$ cat config.mk
export PLATFORM = sky130hd
export DESIGN_NAME = up_down_mod_counter
export DESIGN_NICKNAME = d
export VERILOG_FILES = /design/src/rtl/up_down_mod_counter.sv
export SDC_FILE = /design/constraint.sdc
export NUM_CORES = 1
export LEC_CHECK = 0
export CAP_MARGIN = 10
export CORE_AREA = 2 2 39 41
export CTS_CLUSTER_SIZE = 12
export DETAILED_ROUTE_END_ITERATION = 10
export DIE_AREA = 0 0 41 43
export MAX_ROUTING_LAYER = met4
export PLACE_DENSITY_LB_ADDON = 0.3
export SLEW_MARGIN = 10
export SYNTH_ARGS = -nofsm -noshare
export SYNTH_HDL_FRONTEND = slang
export SYNTH_SLANG_ARGS = --single-unit
$ cat constraint.sdc
create_clock -name clk_i -period 2.3 [get_ports clk_i]
set_input_delay 0.46 -clock clk_i [delete_from_list [all_inputs] [get_ports clk_i]]
set_output_delay 0.46 -clock clk_i [all_outputs]
set_load 0.05 [all_outputs]
$ cat src/rtl/up_down_mod_counter.sv
// ---------------------------------------------------------------------------
// up_down_mod_counter
//
// General-purpose up/down counter with a programmable top count. One count
// register serves both directions. The direction is picked every cycle by
// select_i. At a boundary the counter either wraps around or holds,
// depending on the SATURATE parameter.
//
// Parameters
//   WIDTH      counter width in bits (>= 2)
//   MAX_VALUE  top count; the counter range is 0..MAX_VALUE
//              (1 <= MAX_VALUE <= 2**WIDTH-1)
//   SATURATE   0 = wrap at the boundaries, 1 = hold at the boundaries
//
// Ports
//   clk_i            clock; all state changes on the rising edge
//   clear_i          synchronous reset, active-low
//   enable_i         1 = take one count step this cycle
//   select_i         direction: 0 = up, 1 = down
//   load_i           1 = load load_value_i this cycle (beats enable_i)
//   load_value_i     value to load; clamped to MAX_VALUE
//   count_value_o    registered count
//   terminal_count_o combinational flag: the count is at the boundary for
//                    the direction currently on select_i
//   wrap_pulse_o     registered; high for the one cycle after a wrap
// ---------------------------------------------------------------------------
module up_down_mod_counter #(
  parameter int unsigned WIDTH     = 4,
  parameter int unsigned MAX_VALUE = (2 ** WIDTH) - 1,
  parameter bit          SATURATE  = 1'b0
) (
  input  logic             clk_i,
  input  logic             clear_i,
  input  logic             enable_i,
  input  logic             select_i,
  input  logic             load_i,
  input  logic [WIDTH-1:0] load_value_i,
  output logic [WIDTH-1:0] count_value_o,
  output logic             terminal_count_o,
  output logic             wrap_pulse_o
);

  localparam logic [WIDTH-1:0] MaxCount = WIDTH'(MAX_VALUE);
  localparam logic [WIDTH-1:0] One      = WIDTH'(1);

  logic [WIDTH-1:0] count_q, count_d;
  logic             wrap_q, wrap_d;

  logic             at_max;
  logic             at_zero;
  logic [WIDTH-1:0] load_clamped;

  // Boundary detection always compares against MaxCount. The counter never
  // relies on the natural 2**WIDTH rollover, so a non-power-of-two modulus
  // behaves exactly like the full-range case.
  assign at_max  = (count_q == MaxCount);
  assign at_zero = (count_q == '0);

  // Loaded values above the top count are clamped. This keeps the count
  // inside 0..MAX_VALUE at all times.
  assign load_clamped = (load_value_i > MaxCount) ? MaxCount : load_value_i;

  // Next-state selection. Load beats enable. At a boundary in saturate mode
  // the count simply keeps its value. wrap_d is cleared by default, so a
  // pulse can only come from a real wrap step.
  always_comb begin
    count_d = count_q;
    wrap_d  = 1'b0;
    if (load_i) begin
      count_d = load_clamped;
    end else if (enable_i) begin
      if (!select_i) begin
        if (!at_max) begin
          count_d = count_q + One;
        end else if (!SATURATE) begin
          count_d = '0;
          wrap_d  = 1'b1;
        end
      end else begin
        if (!at_zero) begin
          count_d = count_q - One;
        end else if (!SATURATE) begin
          count_d = MaxCount;
          wrap_d  = 1'b1;
        end
      end
    end
  end

  // Single register stage. clear_i is sampled on the clock edge and
  // overrides both load and enable.
  always_ff @(posedge clk_i) begin
    if (!clear_i) begin
      count_q <= '0;
      wrap_q  <= 1'b0;
    end else begin
      count_q <= count_d;
      wrap_q  <= wrap_d;
    end
  end

  // The terminal flag follows select_i with zero latency. It does not
  // depend on enable_i.
  assign terminal_count_o = select_i ? at_zero : at_max;
  assign count_value_o    = count_q;
  assign wrap_pulse_o     = wrap_q;

endmodule

== Yosys cells after proc, flatten, opt, wreduce, memory -nomap -nowiden ==
Index checks and enable logic that the tools add are counted.

* Bits in latches: 0
* Memories: 0
* Input bits: 9
* Memory bits (read-only): 0
* Bits in writable memories: 0
* Register bits: 5

* Bitwise logic cells: 2
* Order comparisons: 1
* Eq/ne operators: 1
* $add $sub $neg: 2
* $mul: 0
* Div/mod/pow operators: 0
* Mux-type cells: 10
* Reduce and logical (&&, ||, !) cells: 3
* Shift operators: 0

{| class="wikitable"
|+ Operator list
! kind !! number
|-
| two-way mux 4 bit || 6
|-
| adder 4 x 1 -> 4 bit (second input constant) || 1
|-
| == test 4 bit (second input constant) || 1
|-
| greater-than comparator 4 bit (second input constant) || 1
|-
| zero test 4 bit || 1
|-
| two-way mux 1 bit || 4
|-
| subtractor 4 x 1 -> 4 bit (second input constant) || 1
|-
| OR reduction 3 bit || 1
|-
| NOT 1 bit || 2
|-
| nonzero test 2 bit || 1
|}

== Depth between registers and ports, before layout ==
Gate-level depths: netlist (run 1).

* Depth after elaboration: 5
* Gate-level depth with buffers: 6
* Mapped depth without buffers: 6

== Worst setup path after synthesis (run 1) ==
OpenSTA, ideal clock, no wires.

* Path type: reg-to-output
* Start point: register count_q[0], in the netlist count_value_o[0]
* End point: output port terminal_count_o
* Required time: 1840 ps
* Arrival: 2103 ps
* Slack: -263 ps
* Cell stages (with the launch flop): 5
* Path buffers: 0
* Cells stage by stage: dfxtp_1 > inv_1 > ha_1 > nand2_1 > o31ai_1

* Cells in the longest elaborated chain, start to end: 2
* Elaborated cells on any way between the ends: 3
* Classes of those cells: eq/ne (1); mux (1); reduce/logical (1)

{| class="wikitable"
|+ Ends and longest elaborated chain
! element !! line !! text
|-
| from (decl) || 46 || <nowiki>logic [WIDTH-1:0] count_q, count_d;</nowiki>
|-
| from (signal assigned) || 97 || <nowiki>count_q <= count_d;</nowiki>
|-
| == test 4 bit / zero test 4 bit (equally long branches) || 56, 57 ||
|-
| two-way mux 1 bit * || 104 || <nowiki>assign terminal_count_o = select_i ? at_zero : at_max;</nowiki>
|-
| to (decl) || 39 || <nowiki>output logic terminal_count_o,</nowiki>
|}

Every way passes the cells marked *; elsewhere a longest branch is shown, timed or not.

== Final worst setup path (run 1) ==
* Start point: input port select_i
* End point: output port terminal_count_o

* Cells in the longest elaborated chain, start to end: 1

{| class="wikitable"
|+ Ends and longest elaborated chain
! element !! line !! text
|-
| from (decl) || 35 || <nowiki>input logic select_i,</nowiki>
|-
| two-way mux 1 bit || 104 ||
|}

Every way passes these cells.

==> summary.md, run 1 <==
| Metric | Value |
|---|---|
| IO Port Bufs | 14 |
| Main synth FF type | dfxtp_1 |
| Synthesized area | 334 µm² |
| DR pass1 iterations | 3 |
| Mean routed wirelength per cell | 10.9 µm |
| Top post-synthesis cells by count | 5 x dfxtp_1, 5 x o21ai_0, 3 x a21oi_1, 3 x inv_1, 3 x xnor2_1 |
| Final Setup Violations | 0 |
| H-tree levels | 1 |
| Synth top area share | 0.300 |
| Initial antenna violation count | 0 |
| Layout cells sized above 1 | 0.121 |
| 1st-iter DRT viols | 5 |
| Sequential cell area | 100 µm² |
| Die Y | 43 µm |
| Worst flop-to-flop path startpoint | count_value_o[2] |
| Area of the multi-input gates | 224 µm² |
| Vias per std cell | slightly below 5 |
| Vias in the first global route | 327 |
| # IOs | 15 |
| GP Congestion | between 0.7 and 0.8 |
| Yosys warns | 0 |
| R2r endpoint | count_value_o[3] |
| Full die area | 0.00176 mm² |
| Layout Nets | 70 |
| Largest cells by area after synthesis | dfxtp_1 30%, xnor2_1 7.9%, ha_1 7.5% |
| Fin util | 0.387 |
| Post-cts gate resize count | 0 |
| Filler-free cell count of the finished design | 74 |
| CP max FO | 6 |
| Status | completed |
| Post-route ant nets | 0 |
| CP Buf/Inv Count | 2 |
| Min-Delay Startpoint | count_value_o[0] |
| Worst-path clk slew | ~0.04 ns |
| WHS Endpoint | count_value_o[0] |
| Period Utilization, post-route | 0.896 |
| Reg2Reg Setup Slack | 0.83 ns |
| Post-detail-place hpwl | 638 µm |
| Max stage delay on crit path | roughly 0.57 ns |
| Synth cell types | 22 |
| Die width | 41 µm |
| EDFF count, synth | 0 |
| Clk Latency, worst-skew pair | 0.25 ns |
| Syn nets | 51 |
| Worst R2R Path Depth | 4 |
| Slew @ Worst Pin | 0.492 ns |
| Total track usage | 0.116 |
| Row count | 14 |
| Max_cap viols | 0 |
| Filler Cell Count | 147 |
| Crit path DAT | about 1.6 ns |
| Synth Register Bits | 5 |
| Clk sink count | 5 |
| Setup TNS | 0 ns |
| Fmax | 485 MHz |
| Critical Path Source Type | input pin |
| Clock root cell | clkbuf_4 |
| GRT overflow | 0 |
| Register area share after synthesis | 0.300 |
| Largest area contributor in the netlist | dfxtp_1 |
| Hold_buf cts | 0 |
| Post-CTS Setup Repair Bufs | 0 |
| Min Tclk post-route | slightly above 2 ns |
| Max VDD drop | 0.288 mV |
| Largest net degree at the start of global routing | 10 |
| Clock skew | 0.00392 ns |
| Clock buffer depth | 2 |
| DR DRC count | 0 |
| CTS tree | built |
| Crit path max-delay family | buffers and inverters |
| Syn avg cell area | 8.35 µm² |
| Core Region | 0.00138 mm² |
| Final hold violation count | 0 |
| Count of pins over their slew limit | 0 |
| Worst Hold Depth | 3 |
| PwrDens | 582 mW/mm² |
| Placed cells | 70 |
| First-pass GRT wire length | ~1.3 mm |
| Inserted Diodes | 0 |
| RSZ-0062 raised after global routing | no |
| Total number of vias | 361 |
| Critical-path top delay cell | clkdlybuf4s50_1 |
| TritonCTS Buffers | 3 |
| Worst-path cell chain | clkdlybuf4s50_1, nand2_1, o31ai_2, buf_12 |
| HP Class | register to register |
| WS Path Type | input pin to primary output |
| WP data required | 1.84 ns |
| Drt total wl | 807 µm |
| Leakage | 0.000206 µW |
| Cell count after synthesis | 40 |
| Area grow syn2layout | 60.3% |
| Initial Utilization | 0.241 |
| Rel. slew slack | 0.671 |
| Critical Path Sink Type | primary output |
| Async set-reset flop share out of synthesis | 0 |
## metal layers
| metal | global-route usage | wire [µm] | part of all wire | up-vias |
|---|---|---|---|---|
| met2 | 0.163 | 402 | 0.50 | 11 |
| li1 | - | - | - | 184 |
| met5 | - | 0 | 0 | - |
| met1 | 0.129 | 337 | 0.42 | 166 |
| met3 | 0.0942 | 66 | 0.082 | 0 |
| met4 | 0.0200 | 0 | 0 | 0 |
## sequential cells by signal, indices dropped and copies added (netlist names)
register,count
count_value_o,4
wrap_pulse_o,1
## through the flow
step	worst slack, ns	power, µW	hold WS (ns)	instance area, µm²
4_1_cts	0.228	317	0.720	536
6_report	0.239	312	0.713	536
3_5_place_dp	0.230	211	0.709	509
3_3_place_gp	0.257	211	0.707	509
5_1_grt	0.157	336	0.781	536
2_1_floorplan	0.175	166	0.588	339
## worst register-to-register path, stage by stage (launching register included)
cell	delay (ns)
dfxtp_1	0.41
inv_1	0.12
or4_1	0.52
a21o_1	0.18
a211oi_2	0.16
## layout make-up
type | instances | area share
Clock buffer | 4 | 0.0491
Inverter | 4 | 0.0280
Multi-Input combinational cell | 31 | 0.418
Sequential cell | 5 | 0.187
Tap cell | 16 | 0.0374
Timing Repair Buffer | 14 | 0.280
## power breakdown
group	internal (µW)	switching (µW)
Combinational	48.1	56.3
Sequential	93.3	10.7
Clock	65.7	37.5
Total	207	104
## worst max-delay path by stage
| stage | from | cells past startpoint | end |
|---|---|---|---|
| 2_1_floorplan | count_value_o[0] | 4 | terminal_count_o |
| 3_3_place_gp | select_i | 4 | terminal_count_o |
| 3_5_place_dp | select_i | 4 | terminal_count_o |
| 4_1_cts | select_i | 4 | terminal_count_o |
| 5_1_grt | select_i | 4 | terminal_count_o |
| 6_report | select_i | 4 | terminal_count_o |
## placed cells by master, fill, tap and decap left out, types with 2 or more instances in the layout
cell type / count
nor2b_1: 2
dfxtp_1: 5
a211oi_1: 2
xnor2_1: 3
clkbuf_4: 3
clkdlybuf4s50_1: 13
inv_1: 3
o21ai_0: 5
a21oi_1: 3
ha_1: 2
nand2_1: 2
## cell families (layout without fill, tap and decap cells)
group	Yosys count	after routing	share of synthesized area
DFF	5	5	0.300
buffers and inverters	4	22	0.0449
and+or+nand+nor	11	11	0.195
AOI/OAI and AO/OA	15	15	0.307
adders and majority gates	2	2	0.0749
xor gates and xnor gates	3	3	0.0787
(Power assumes the default switching activity.)
==> run 2: changes to the inputs <==
--- a/config.mk
+++ b/config.mk
@@ -10,6 +10,7 @@
 export CTS_CLUSTER_SIZE = 12
 export DETAILED_ROUTE_END_ITERATION = 10
 export DIE_AREA = 0 0 41 43
+export GPL_ROUTABILITY_DRIVEN = 0
 export MAX_ROUTING_LAYER = met4
 export PLACE_DENSITY_LB_ADDON = 0.3
 export SLEW_MARGIN = 10
==> results of run 2 <==
Same layout as run 1: the final DEF is identical, and so are final timing and power.
==> run 3: changes to the inputs <==
--- a/config.mk
+++ b/config.mk
@@ -5,8 +5,9 @@
 export SDC_FILE = /design/constraint.sdc
 export NUM_CORES = 1
 export LEC_CHECK = 0
-export CAP_MARGIN = 10
+export CAP_MARGIN = 20
 export CORE_AREA = 2 2 39 41
+export CTS_BUF_LIST = sky130_fd_sc_hd__clkbuf_2 sky130_fd_sc_hd__clkbuf_4 sky130_fd_sc_hd__clkbuf_8
 export CTS_CLUSTER_SIZE = 12
 export DETAILED_ROUTE_END_ITERATION = 10
 export DIE_AREA = 0 0 41 43
==> run 3 against run 2 <==
Final area rose by 0.70%. Register-to-register slack hardly changed. Routed wire length fell by 0.25%.
==> summary.md, run 3 (synthesized netlist as in run 1, its figures left out) <==
| Metric | Value |
|---|---|
| Status | completed |
| Final Setup Violations | 0 (unchanged) |
| Final hold violation count | 0 (unchanged) |
| Vias per std cell | 4.86 (-0.28%) |
| GRT overflow | 0 (unchanged) |
| Commonest non-fill, non-tap cell in the layout | clkdlybuf4s50_1 |
| PwrDens | 596 mW/mm² (+2.5%) |
| Total number of vias | 360 (-0.28%) |
| Largest register FFs | 4 (unchanged) |
| HP Class | register to register |
| Area grow syn2layout | 61.4% |
| Drt total wl | 805 µm (-0.25%) |
| Clock root cell | clkbuf_4 |
| Full die area | 0.00176 mm² (unchanged) |
| Hold_buf cts | 0 (unchanged) |
| TritonCTS Buffers | 3 (unchanged) |
| Clock skew | 0.00433 ns (+0.000413 ns) |
| RSZ-0062 raised after global routing | no |
| Sequential cell area | 100 µm² (unchanged) |
| Critical Path Source Type | input pin |
| IO Port Bufs | 14 (unchanged) |
| Most frequent cells in the layout | 13 x clkdlybuf4s50_1, 5 x o21ai_0, 5 x dfxtp_1, 4 x clkbuf_4 |
| Layout Nets | 70 (unchanged) |
| CP max FO | 6 (unchanged) |
| Total track usage | 0.116 (unchanged) |
| Die width | 41 µm (unchanged) |
| Clock buffer depth | 2 (unchanged) |
| Count of pins over their slew limit | 0 (unchanged) |
| Die Y | 43 µm (unchanged) |
| Area of the multi-input gates | 224 µm² (unchanged) |
| Inserted Diodes | 0 (unchanged) |
| Worst-path clk slew | 0.04 ns (about the same) |
| Core Region | 0.00138 mm² (unchanged) |
| WP data required | 1.84 ns (about the same) |
| Filler Cell Count | 147 (unchanged) |
| Fmax | 485 MHz (about the same) |
| Hold_ws | 0.711 ns (-0.00136 ns) |
| Period Utilization, post-route | 0.896 (about the same) |
| Min Tclk post-route | 2.06 ns (-0.000988 ns) |
| Mean routed wirelength per cell | 10.9 µm (-0.25%) |
| Clk Latency, worst-skew pair | 0.24 ns (about the same) |
| Vias in the first global route | 328 (+0.31%) |
| Slew @ Worst Pin | 0.492 ns (-0.00000238 ns) |
| DR pass1 iterations | 1 (-2) |
| Post-CTS Setup Repair Bufs | 0 (unchanged) |
| Max_cap viols | 0 (unchanged) |
| DR DRC count | 0 (unchanged) |
| 1st-iter DRT viols | 0 (-5) |
| Post-detail-place hpwl | 638 µm (unchanged) |
| Crit path DAT | 1.60 ns (about the same) |
| Worst R2R Path Depth | 4 (unchanged) |
| Critical Path Sink Type | primary output |
| Post-route ant nets | 0 (unchanged) |
| First-pass GRT wire length | 1.30 mm (unchanged) |
| Fin util | 0.390 (+0.00271) |
| Rel. slew slack | 0.671 (about the same) |
| Setup TNS | 0 ns (unchanged) |
| CTS tree | built |
| Initial antenna violation count | 0 (unchanged) |
| H-tree levels | 1 (unchanged) |
| DP Area | 509 µm² (unchanged) |
| # IOs | 15 (unchanged) |
| Max VDD drop | 0.385 mV (+34%) |
| Layout cells sized above 1 | 0.138 (+0.0172) |
| Design area | 539 µm² (+0.70%) |
| Total power | 322 µW (+3.2%) |
| WS Path Type | input pin to primary output |
| Clk sink count | 5 (unchanged) |
| Worst Hold Depth | 3 (unchanged) |
| Initial Utilization | 0.241 (unchanged) |
| Row count | 14 (unchanged) |
| Largest net degree at the start of global routing | 10 (unchanged) |
| Post-cts gate resize count | 0 (unchanged) |
| Leakage | 0.000209 µW (+1.7%) |
-- run 3: final timing paths --
check,to,slack [ns],startpoint
setup reg to reg,count_value_o[3],0.83,count_value_o[2]
setup / recovery,terminal_count_o,0.24,select_i
hold reg to reg,count_value_o[0],0.71,count_value_o[0]
hold / removal,count_value_o[0],0.71,count_value_o[0]
-- run 3: layer usage --
layer / up-vias / GRT usage / share of wire
met4: 0 / 0.0200 / 0
li1: 184 / - / -
met1: 164 / 0.129 / 0.43
met3: 0 / 0.0942 / 0.078
met5: - / - / 0
met2: 12 / 0.163 / 0.49
-- run 3: through the flow --
step                setup slack (ns)  std cells
global placement               0.257         70
CTS                            0.228         74
detailed placement             0.230         70
finish                         0.240         74
floorplan                      0.175         40
global route                   0.157         74
-- run 3: critical path, cell delays in order --
cell,delay (ns)
clkdlybuf4s50_1,0.57
nand2_1,0.09
o31ai_2,0.29
buf_12,0.18
-- run 3: cell type report --
cell class / count / area share
Tap cell: 16 / 0.0371
Sequential cell: 5 / 0.186
Timing Repair Buffer: 14 / 0.278
Clock buffer: 4 / 0.0557
Multi-Input combinational cell: 31 / 0.415
Inverter: 4 / 0.0278
-- run 3: power by group --
part           switching (µW)  internal (µW)  leakage [µW]
Sequential               10.7           93.4     0.0000414
Clock                    35.8           77.3     0.0000184
Combinational            56.3           48.1      0.000150
Total                     103            219      0.000209
